[config.mk]
export PLATFORM = sky130hd
export DESIGN_NAME = uartprobe_rx_flat
export DESIGN_NICKNAME = d
export VERILOG_FILES = /design/src/rtl/uartprobe_rx_if.sv /design/src/rtl/uartprobe_rx.sv /design/src/flat_wrapper.sv
export SDC_FILE = /design/constraint.sdc
export NUM_CORES = 1
export LEC_CHECK = 0
export CORE_MARGIN = 2
export CORE_UTILIZATION = 60
export DETAILED_ROUTE_END_ITERATION = 8
export HOLD_SLACK_MARGIN = 0.1
export PLACE_DENSITY = 0.82
export RECOVER_POWER = 50
export SKIP_CTS_REPAIR_TIMING = 1
export SLEW_MARGIN = 25
export SYNTH_ARGS = -nofsm -noshare
export SYNTH_HDL_FRONTEND = slang
export SYNTH_SLANG_ARGS = --single-unit
export TNS_END_PERCENT = 100
[constraint.sdc]
create_clock -name clk -period 4.2 [get_ports clk]
set_input_delay 0.84 -clock clk [delete_from_list [all_inputs] [get_ports clk]]
set_output_delay 0.84 -clock clk [all_outputs]
set_load 0.01 [all_outputs]
[src/rtl/uartprobe_rx_if.sv]
// Byte-stream handshake between the UART receiver and the probe command decoder.
interface uartprobe_rx_if;
  logic [7:0] rx_data;
  logic       rx_valid;
  logic       rx_ready;
  logic       frame_err;
  logic       overrun;

  modport master (
    output rx_data,
    output rx_valid,
    output frame_err,
    output overrun,
    input  rx_ready
  );

  modport slave (
    input  rx_data,
    input  rx_valid,
    input  frame_err,
    input  overrun,
    output rx_ready
  );
endinterface

[src/rtl/uartprobe_rx.sv]
// 8N1 UART receiver with a one-entry output buffer and error pulses.
module uartprobe_rx #(
  parameter int unsigned BIT_CYCLES = 868
) (
  input  logic           clk,
  input  logic           reset,
  input  logic           uart_rx,
  uartprobe_rx_if.master bus
);

  localparam int unsigned CW = $clog2(BIT_CYCLES);
  localparam int unsigned H  = BIT_CYCLES / 2;

  typedef enum logic [2:0] {
    IDLE,
    START,
    DATA,
    STOP,
    WAIT_HIGH
  } state_t;

  state_t        state_q, state_d;
  logic [1:0]    sync_q;
  logic          rx_s;
  logic [CW-1:0] cnt_q, cnt_d;
  logic [2:0]    idx_q, idx_d;
  logic [7:0]    shift_q, shift_d;
  logic [7:0]    data_q, data_d;
  logic          valid_q, valid_d;
  logic          ferr_q, ferr_d;
  logic          ovr_q, ovr_d;

  assign rx_s          = sync_q[1];
  assign bus.rx_data   = data_q;
  assign bus.rx_valid  = valid_q;
  assign bus.frame_err = ferr_q;
  assign bus.overrun   = ovr_q;

  // State, synchroniser and registered outputs.
  always_ff @(posedge clk) begin
    if (reset) begin
      sync_q  <= 2'b11;
      state_q <= IDLE;
      cnt_q   <= '0;
      idx_q   <= '0;
      shift_q <= '0;
      data_q  <= '0;
      valid_q <= 1'b0;
      ferr_q  <= 1'b0;
      ovr_q   <= 1'b0;
    end else begin
      sync_q  <= {sync_q[0], uart_rx};
      state_q <= state_d;
      cnt_q   <= cnt_d;
      idx_q   <= idx_d;
      shift_q <= shift_d;
      data_q  <= data_d;
      valid_q <= valid_d;
      ferr_q  <= ferr_d;
      ovr_q   <= ovr_d;
    end
  end

  // Frame sequencing, bit sampling and output buffer update.
  always_comb begin
    state_d = state_q;
    cnt_d   = cnt_q + CW'(1);
    idx_d   = idx_q;
    shift_d = shift_q;
    data_d  = data_q;
    valid_d = valid_q;
    ferr_d  = 1'b0;
    ovr_d   = 1'b0;

    if (valid_q && bus.rx_ready) begin
      valid_d = 1'b0;
    end

    case (state_q)
      IDLE: begin
        cnt_d = '0;
        if (!rx_s) begin
          state_d = START;
        end
      end
      START: begin
        if (cnt_q == CW'(H - 1)) begin
          cnt_d = '0;
          if (rx_s) begin
            state_d = IDLE;
          end else begin
            state_d = DATA;
            idx_d   = '0;
          end
        end
      end
      DATA: begin
        if (cnt_q == CW'(BIT_CYCLES - 1)) begin
          cnt_d          = '0;
          shift_d[idx_q] = rx_s;
          if (idx_q == 3'd7) begin
            state_d = STOP;
          end else begin
            idx_d = idx_q + 3'd1;
          end
        end
      end
      STOP: begin
        if (cnt_q == CW'(BIT_CYCLES - 1)) begin
          cnt_d = '0;
          if (rx_s) begin
            state_d = IDLE;
            // A simultaneous handshake frees the slot in the same cycle.
            if (!valid_q || bus.rx_ready) begin
              data_d  = shift_q;
              valid_d = 1'b1;
            end else begin
              ovr_d = 1'b1;
            end
          end else begin
            ferr_d  = 1'b1;
            state_d = WAIT_HIGH;
          end
        end
      end
      WAIT_HIGH: begin
        cnt_d = '0;
        if (rx_s) begin
          state_d = IDLE;
        end
      end
      default: begin
        state_d = IDLE;
      end
    endcase
  end

endmodule

[src/flat_wrapper.sv]
// flat-port wrapper written by rule: the top's interface ports become plain ports
module uartprobe_rx_flat 
#(
  parameter int unsigned BIT_CYCLES = 868
)
  (clk, reset, uart_rx, bus_rx_data, bus_rx_valid, bus_frame_err, bus_overrun, bus_rx_ready);
  uartprobe_rx_if bus_i ();
  input  logic clk;
  input  logic reset;
  input  logic uart_rx;
  output wire logic [$bits(bus_i.rx_data)-1:0] bus_rx_data;
  output wire logic [$bits(bus_i.rx_valid)-1:0] bus_rx_valid;
  output wire logic [$bits(bus_i.frame_err)-1:0] bus_frame_err;
  output wire logic [$bits(bus_i.overrun)-1:0] bus_overrun;
  input wire logic [$bits(bus_i.rx_ready)-1:0] bus_rx_ready;
  assign bus_rx_data = bus_i.rx_data;
  assign bus_rx_valid = bus_i.rx_valid;
  assign bus_frame_err = bus_i.frame_err;
  assign bus_overrun = bus_i.overrun;
  assign bus_i.rx_ready = bus_rx_ready;
  uartprobe_rx #(.BIT_CYCLES(BIT_CYCLES)) u_core (.clk(clk), .reset(reset), .uart_rx(uart_rx), .bus(bus_i));
endmodule
======== Word-level counts from Yosys, hierarchy flattened ========
Cells that the tools add are included.
storage, ports and cells
  register bits after elaboration ......... 37
  word-level logic and storage cells ...... 72
operators by class
  bitwise gates (word level) .............. 3
  order comparisons ....................... 2
  reduce and logical (&&, ||, !) cells .... 14
  add/sub/neg operators ................... 2
  muxes and demuxes ....................... 27
  eq/ne operators ......................... 15
operators with widths
  operator                                                            count
  two-way mux 3 bit                                                   11
  one-hot mux 10 bit (3 select lines)                                 1
  two-way mux 10 bit                                                  2
  one-hot mux 3 bit (5 select lines)                                  1
  adder 10 x 1 -> 10 bit (second input constant)                      1
  == test 10 bit (second input constant)                              1
  == test 10 x 9 -> 1 bit (second input constant)                     1
  inequality test 2 x 1 -> 1 bit (second input constant)              5
  bitwise mux 8 bit                                                   1
  two-way mux 1 bit                                                   8
  == test 3 x 2 -> 1 bit (second input constant)                      2
  == test 3 bit (second input constant)                               2
  inequality test 2 bit (second input constant)                       3
  one-hot mux 3 bit (2 select lines)                                  1
  AND reduction 6 bit                                                 1
  AND reduction 5 bit                                                 1
  less-than comparator 3 x 4 -> 1 bit (second input constant)         1
  AND reduction 4 bit                                                 1
  OR reduction 2 bit                                                  2
  OR reduction 4 bit                                                  1
  adder 3 x 1 -> 3 bit (second input constant)                        1
  demux 1 bit (select 3 bit)                                          1
  == test 3 x 1 -> 1 bit (second input constant)                      1
  greater-or-equal comparator 3 x 1 -> 1 bit (second input constant)  1
  other kinds (9)                                                     12

======== Logic depth before layout (Yosys ltp) ========
Gate-level depths: netlist of the first run.
  word-level depth ........................ 6
  gate-level depth with buffers ........... 7
  gate-level depth less buffers ........... 6

======== Worst setup path after synthesis of the first run ========
OpenSTA, ideal clock, no wires.
  path kind ............................... input port to flip-flop
  start ................................... in reset
  end ..................................... reg u_core.ovr_q, in the netlist u_core.bus.overrun
  path slack .............................. 2621 ps
  setup time .............................. 132 ps
  required time ........................... 4068 ps
  buffers on the path ..................... 2
  arrival ................................. 1447 ps
  cell stages on the path ................. 3
  cell sequence ........................... clkbuf_1 -> clkbuf_1 -> nor3_1
on the way
  cells in the longest elaborated chain, start to end .. 1
RTL lines
  item                          RTL line            text
  start, declared               flat_wrapper.sv:9   input logic reset;
  OR reduction 4 bit (no line)  -
  end signal, assigned          uartprobe_rx.sv:60  ovr_q <= ovr_d;
  end, declared                 uartprobe_rx.sv:31  logic ovr_q, ovr_d;
Every way passes these cells.
A chain may end at the register's enable or synchronous reset.

==> results of run 1 <==
[worst min path at each step]
stage                        to        startpoint  slack (ns)  depth (start not counted)
6_report       u_core.sync_q[1]  u_core.sync_q[0]        0.43                          1
5_1_grt        u_core.sync_q[1]  u_core.sync_q[0]        0.45                          1
4_1_cts        u_core.sync_q[1]  u_core.sync_q[0]        0.44                          1
3_5_place_dp   u_core.sync_q[1]  u_core.sync_q[0]        0.41                          1
3_3_place_gp   u_core.sync_q[1]  u_core.sync_q[0]        0.40                          1
2_1_floorplan  u_core.sync_q[1]  u_core.sync_q[0]        0.39                          1
[layout make-up]
type	instances	area, um2	area share (%)
multi-input combinational	141	965	49.4
sequential	37	741	37.9
timing repair buffer	14	140	7.18
clock buffer	8	48.8	2.50
tap	31	38.8	1.99
inverter	5	18.8	0.962
[state kept, by name (all words and copies together) (netlist names)]
register              flops
u_core.bus.rx_data        8
u_core.idx_q              3
u_core.bus.frame_err      1
u_core.shift_q            8
u_core.bus.rx_valid       1
u_core.cnt_q             10
u_core.sync_q             2
u_core.state_q            3
u_core.bus.overrun        1
[layer usage]
layer | vias up | global-route usage (%) | share of wire, %
met5 | - | 0 | 0
met4 | 0 | 9.09 | 1.9
met3 | 6 | 7.25 | 3.3
met2 | 24 | 39.2 | 49
met1 | 707 | 33.4 | 46
li1 | 753 | - | -
[kinds of logic after synthesis]
| kind of cell | Yosys count | synth area share (%) |
|---|---|---|
| AO/OA/AOI/OAI | 40 | 15.2 |
| XOR/XNOR | 8 | 3.92 |
| adder cells (fa/ha/maj) | 4 | 2.80 |
| buffers and inverters | 19 | 4.69 |
| flip-flops | 37 | 41.4 |
| multiplexers | 3 | 1.68 |
| AND/OR/NAND/NOR | 86 | 30.3 |
[cell usage after synthesis, types with 2 or more instances]
master	n	area [um2]
sky130_fd_sc_hd__o31ai_1	16	120
sky130_fd_sc_hd__nor2_1	6	22.5
sky130_fd_sc_hd__or2_2	3	18.8
sky130_fd_sc_hd__buf_4	2	15.0
sky130_fd_sc_hd__nor4b_1	2	17.5
sky130_fd_sc_hd__nor3b_4	2	37.5
sky130_fd_sc_hd__nor3_1	13	65.1
sky130_fd_sc_hd__buf_1	3	11.3
sky130_fd_sc_hd__inv_1	5	18.8
sky130_fd_sc_hd__mux2i_1	3	30.0
sky130_fd_sc_hd__a21oi_1	18	90.1
sky130_fd_sc_hd__nand2b_1	7	43.8
sky130_fd_sc_hd__nand4_2	2	25.0
sky130_fd_sc_hd__buf_2	4	20.0
sky130_fd_sc_hd__nand3_1	5	25.0
sky130_fd_sc_hd__clkbuf_1	5	18.8
sky130_fd_sc_hd__xor2_1	5	43.8
sky130_fd_sc_hd__nor2b_1	4	25.0
sky130_fd_sc_hd__nand4_1	20	125
sky130_fd_sc_hd__and4_1	3	26.3
sky130_fd_sc_hd__dfxtp_1	37	741
sky130_fd_sc_hd__and2_1	3	18.8
sky130_fd_sc_hd__nand3b_1	2	15.0
sky130_fd_sc_hd__nand2_1	9	33.8
sky130_fd_sc_hd__ha_1	4	50.1
sky130_fd_sc_hd__xnor2_1	3	26.3
[power groups by stage]
stage	logic, uW	registers, uW	clock network [uW]
after floorplan	10.6	361	0
after global placement	12.0	364	0
after detailed placement	12.8	364	0
after CTS	12.7	356	182
after global routing	13.9	356	196
final	12.3	356	178
[metrics by stage]
stage               hold WS [ns]  util [%]  std cells  worst slack [ns]
finish                     0.429      69.6        236              1.93
global route               0.445      69.6        236              1.81
CTS                        0.437      69.6        236              1.88
detailed placement         0.408      67.8        228              1.49
global placement           0.396      67.8        228              1.63
floorplan                  0.389         -        197              2.62
==> summary.md, run 1 <==
- **result of the run** finished, violations left
- **violations in the final reports** design-rule violations
- **worst hold-check path type** reg -> reg
- **post-DP HPWL** 2680 um
- **Relative slew margins** 33.3%
- **slowest cell on the critical path** sky130_fd_sc_hd__dlygate4sd3_1
- **number of fill cells** 245
- **fraction of final layout cells with drive strength greater than 1** 7.32%
- **area of the die** 3430 um2
- **global-route usage over all layers** 25.1%
- **kind of capture point of the worst setup path** register
- **share of power burned in the clock network** 32.6%
- **post-synth net total** 205
- **clk slew on worst S/H paths** 0.10 ns
- **Worst Setup Start Kind** input port
- **Crit. Startpoint** reset
- **Primary FF master, synth** sky130_fd_sc_hd__dfxtp_1
- **I/O pins** 15
- **vias per cell** 6.31
- **Setup Total Neg Slack** 0 ns
- **summed area of non-filler cells in the final layout** 1950 um2
- **Initial Util** 63.8%
- **number of detailed-routing iterations run before antenna repair** 7
- **time the worst path needs with I/O delays and setup** 2.27 ns
- **Worst Tran Pin Value** 0.998 ns
- **routability congestion estimate** 0.809
- **total grt overflow** 0
- **DRT antenna net count** 0
- **internal power of the cells** 425 uW
- **switch share** 22.3%
- **maximum frequency from static timing analysis** 441 MHz
- **post-synthesis instance total** 197
- **overall power after layout** 546 uW
- **most frequent cells in the layout** 37 x sky130_fd_sc_hd__dfxtp_1, 20 x sky130_fd_sc_hd__nand4_1, 18 x sky130_fd_sc_hd__a21oi_1
- **critical path required time** 4.41 ns
- **clock latency reported for the late side of the worst-skew pair** 0.35 ns
- **count of cell types in the netlist** 37
- **fraction of power consumed by combinational cells** 2.3%
- **core area** 2810 um2
- **average routed wire per standard cell** 15.9 um
- **sequential cell area fraction in the yosys report** 41.4%
- **clock tree from TritonCTS** yes
- **Synth Area per Inst** 9.08 um2
- **Syn Std Cell Area** 1790 um2
- **Antenna diodes** 0
- **CTS Root Buffer Type** sky130_fd_sc_hd__clkbuf_4
- **worst path buffer plus inverter count** 1
- **total clock sinks** 37
- **cells along the critical path** dlygate4sd3_1 -> or2_2 -> nor3_1
- **Async S/R FF share, synth** 0%
- **final number of setup-violating endpoints** 0
- **detailed router's first-iteration violation count** 58
- **Worst R2R Start** u_core.cnt_q[0]
- **via count** 1,490
- **setup repair after global routing missed its margin** no
- **number of placement rows** 19
- **synthesis-stage register bit count** 37
- **sequential share of power** 65.1%
- **antenna violations before repair** 0
- **number of max-capacitance violations reported** 0
- **power spent charging and discharging nets** 122 uW
- **critical path depth** 3
- **DRC viols** 2
- **biggest cell delay along the critical path** 1.19 ns
- **number of nets at the end of the flow** 212
- **Worst path top cell family by delay** buffers and inverters
- **Warnings, synthesis** 0
- **fin. max-slew vios** 0
- **R2R Setup Slk** 2.00 ns
- **I/O Buffers** 14
- **maximum number of buffers from clock root to sink** 2
- **pin count of the biggest net entering global routing** 32
- **Hold Fails Final Rpt** 0
- **area post-placement** 1900 um2
- **Critical Path End** u_core.cnt_q[0]
- **maximum fanout count along the critical path** 31
- **cells on worst reg2reg path** 5
- **worst setup path category** in -> reg
- **worst-case vdd ir drop** 0.000236 V
- **H-tree lvl count** 2
- **power density cells** 280 nW/um2
- **Final period util** 53.9%
- **Horiz. Die Dim** 58.6 um
- **static leakage power** 0.000616 uW
- **first-pass GRT wire length** 6520 um
- **vias in the first global route** 1,391
- **height of the die** 58.6 um
- **number of synthesized flops with an enable pin** 0
- **number of buffers inserted during clock tree synthesis** 5
- **wire length reported by the detailed router** 3760 um
- **relative area change from synthesis to final layout** 9.09%
- **setup skew after layout** 0.0109 ns
- **critical register-to-register path endpoint** u_core.state_q[0]
- **leading cell type in the layout, fill and taps excluded** sky130_fd_sc_hd__dfxtp_1
- **Arr. time, crit path** 2.48 ns
Power figures use the tool's default switching activity.
==> run 2, diff against run 1 <==
--- a/config.mk
+++ b/config.mk
@@ -6,10 +6,10 @@
 export NUM_CORES = 1
 export LEC_CHECK = 0
 export CORE_MARGIN = 2
-export CORE_UTILIZATION = 60
+export CORE_UTILIZATION = 51
 export DETAILED_ROUTE_END_ITERATION = 8
 export HOLD_SLACK_MARGIN = 0.1
-export PLACE_DENSITY = 0.82
+export PLACE_DENSITY = 0.74
 export RECOVER_POWER = 50
 export SKIP_CTS_REPAIR_TIMING = 1
 export SLEW_MARGIN = 25
==> constraint.sdc (replaced) <==
create_clock -name clk -period 2 [get_ports clk]
set_input_delay 0.4 -clock clk [delete_from_list [all_inputs] [get_ports clk]]
set_output_delay 0.4 -clock clk [all_outputs]
set_load 0.01 [all_outputs]
==> summary.md, run 2 (same netlist as run 1, synthesis figures left out) <==
- **biggest cell delay along the critical path** 0.42 ns
- **clk slew on worst S/H paths** 0.11 ns
- **number of detailed-routing iterations run before antenna repair** 4
- **R2R Setup Slk** 0.20 ns
- **detailed router's first-iteration violation count** 65
- **maximum number of buffers from clock root to sink** 2
- **power density cells** 705 nW/um2
- **pin count of the biggest net entering global routing** 31
- **wire length reported by the detailed router** 3930 um
- **Worst Tran Pin Value** 0.559 ns
- **Hold Fails Final Rpt** 0
- **setup repair after global routing missed its margin** no
- **fin. max-slew vios** 0
- **number of flip-flops under the largest register name** 10
- **Horiz. Die Dim** 63.2 um
- **Final period util** 90.0%
- **summed area of non-filler cells in the final layout** 2030 um2
- **H-tree lvl count** 2
- **static leakage power** 0.000681 uW
- **slowest cell on the critical path** sky130_fd_sc_hd__dfxtp_1
- **most flop-heavy register** u_core.cnt_q
- **worst-case vdd ir drop** 0.000605 V
- **Relative slew margins** 62.8%
- **relative area change from synthesis to final layout** 13.7%
- **fraction of final layout cells with drive strength greater than 1** 9.66%
- **post-DP HPWL** 2650 um
- **kind of capture point of the worst setup path** register
- **number of placement rows** 21
- **DRT antenna net count** 0
- **I/O pins** 15
- **cells along the critical path** ha_1 -> and4bb_2 -> nand4_2 -> o31ai_1 -> a21oi_1
- **most frequent cells in the layout** 37 x sky130_fd_sc_hd__dfxtp_1, 20 x sky130_fd_sc_hd__nand4_1, 18 x sky130_fd_sc_hd__a21oi_1
- **DRC viols** 0
- **vias in the first global route** 1,498
- **worst setup path category** reg -> reg
- **via count** 1,539
- **I/O Buffers** 14
- **maximum frequency from static timing analysis** 556 MHz
- **Arr. time, crit path** 2.02 ns
- **area post-placement** 1940 um2
- **number of max-capacitance violations reported** 0
- **post-layout utilization of the core** 60.5%
- **antenna violations before repair** 0
- **CTS Root Buffer Type** sky130_fd_sc_hd__clkbuf_4
- **clock tree from TritonCTS** yes
- **number of fill cells** 296
- **time the worst path needs with I/O delays and setup** 1.80 ns
- **final number of setup-violating endpoints** 0
- **worst hold-check path type** reg -> reg
- **total clock sinks** 37
- **height of the die** 63.2 um
- **first-pass GRT wire length** 6870 um
- **maximum fanout count along the critical path** 8
- **vias per cell** 6.08
- **routability congestion estimate** 0.849
- **leading cell type in the layout, fill and taps excluded** sky130_fd_sc_hd__dfxtp_1
- **total grt overflow** 0
- **worst path buffer plus inverter count** 0
- **number of nets at the end of the flow** 214
- **area of the die** 4000 um2
- **result of the run** finished, final reports clean
- **critical path required time** 2.22 ns
- **Worst Setup Start Kind** register
- **average routed wire per standard cell** 15.5 um
- **number of buffers inserted during clock tree synthesis** 5
- **setup skew after layout** 0.0114 ns
- **Initial Util** 53.2%
- **Antenna diodes** 0
- **Setup Total Neg Slack** 0 ns
- **clock latency reported for the late side of the worst-skew pair** 0.35 ns
- **global-route usage over all layers** 21.6%
- **core area** 3360 um2
- **Worst path top cell family by delay** simple AND/OR/NAND/NOR gates
-- run 2: worst register-to-register path: cells and delay by family, from the launching register on --
family / cells / cell delay [ns]
and+or+nand+nor: 2 / 0.57
AOI/OAI and AO/OA: 2 / 0.45
DFF: 1 / 0.42
adders and majority gates: 1 / 0.23
-- run 2: routing by layer --
layer	vias to the layer above	wire [um]	track usage (%)	part of all wire [%]
met4	0	84	8.42	2.1
met1	731	1770	28.4	45
met3	10	176	6.07	4.5
li1	758	-	-	-
met2	40	1900	33.5	48
met5	-	0	0	0
-- run 2: worst paths after layout --
kind	startpoint	cells past startpoint	endpoint
max	u_core.cnt_q[0]	5	u_core.shift_q[2]
min	u_core.sync_q[0]	1	u_core.sync_q[1]
max reg2reg	u_core.cnt_q[0]	5	u_core.shift_q[2]
min reg2reg	u_core.sync_q[0]	1	u_core.sync_q[1]
-- run 2: area by class of cell --
| class | count | area [um2] | share of cell area (%) |
|---|---|---|---|
| Tap cell | 46 | 57.6 | 2.83 |
| Sequential cell | 37 | 741 | 36.4 |
| Timing Repair Buffer | 16 | 153 | 7.50 |
| Inverter | 5 | 18.8 | 0.923 |
| Clock buffer | 5 | 37.5 | 1.85 |
| Multi-Input combinational cell | 141 | 958 | 47.1 |
| Clock inverter | 3 | 68.8 | 3.38 |
-- run 2: where the power goes --
group	total [uW]	internal [uW]	switching [uW]	leakage, uW
Sequential	748	740	7.78	0.000299
Clock	659	393	266	0.0000558
Combinational	26.6	12.1	14.5	0.000327
-- run 2: per-stage QoR --
stage                     hold slack [ns]  cells  worst slack [ns]  power [uW]
final                               0.430    253             0.200        1430
after global routing                0.445    253            0.0227        1480
after CTS                           0.432    253             0.199        1440
after detailed placement            0.397    245             0.265         792
after global placement              0.396    245             0.355         790
after floorplan                     0.389    197             0.425         781
==> run 3, diff against run 2 <==
--- a/config.mk
+++ b/config.mk
@@ -12,7 +12,7 @@
 export PLACE_DENSITY = 0.74
 export RECOVER_POWER = 50
 export SKIP_CTS_REPAIR_TIMING = 1
-export SLEW_MARGIN = 25
+export SLEW_MARGIN = 20
 export SYNTH_ARGS = -nofsm -noshare
 export SYNTH_HDL_FRONTEND = slang
 export SYNTH_SLANG_ARGS = --single-unit
==> results of run 3 <==
The final DEF is identical to that of run 2; final timing and power are the same.
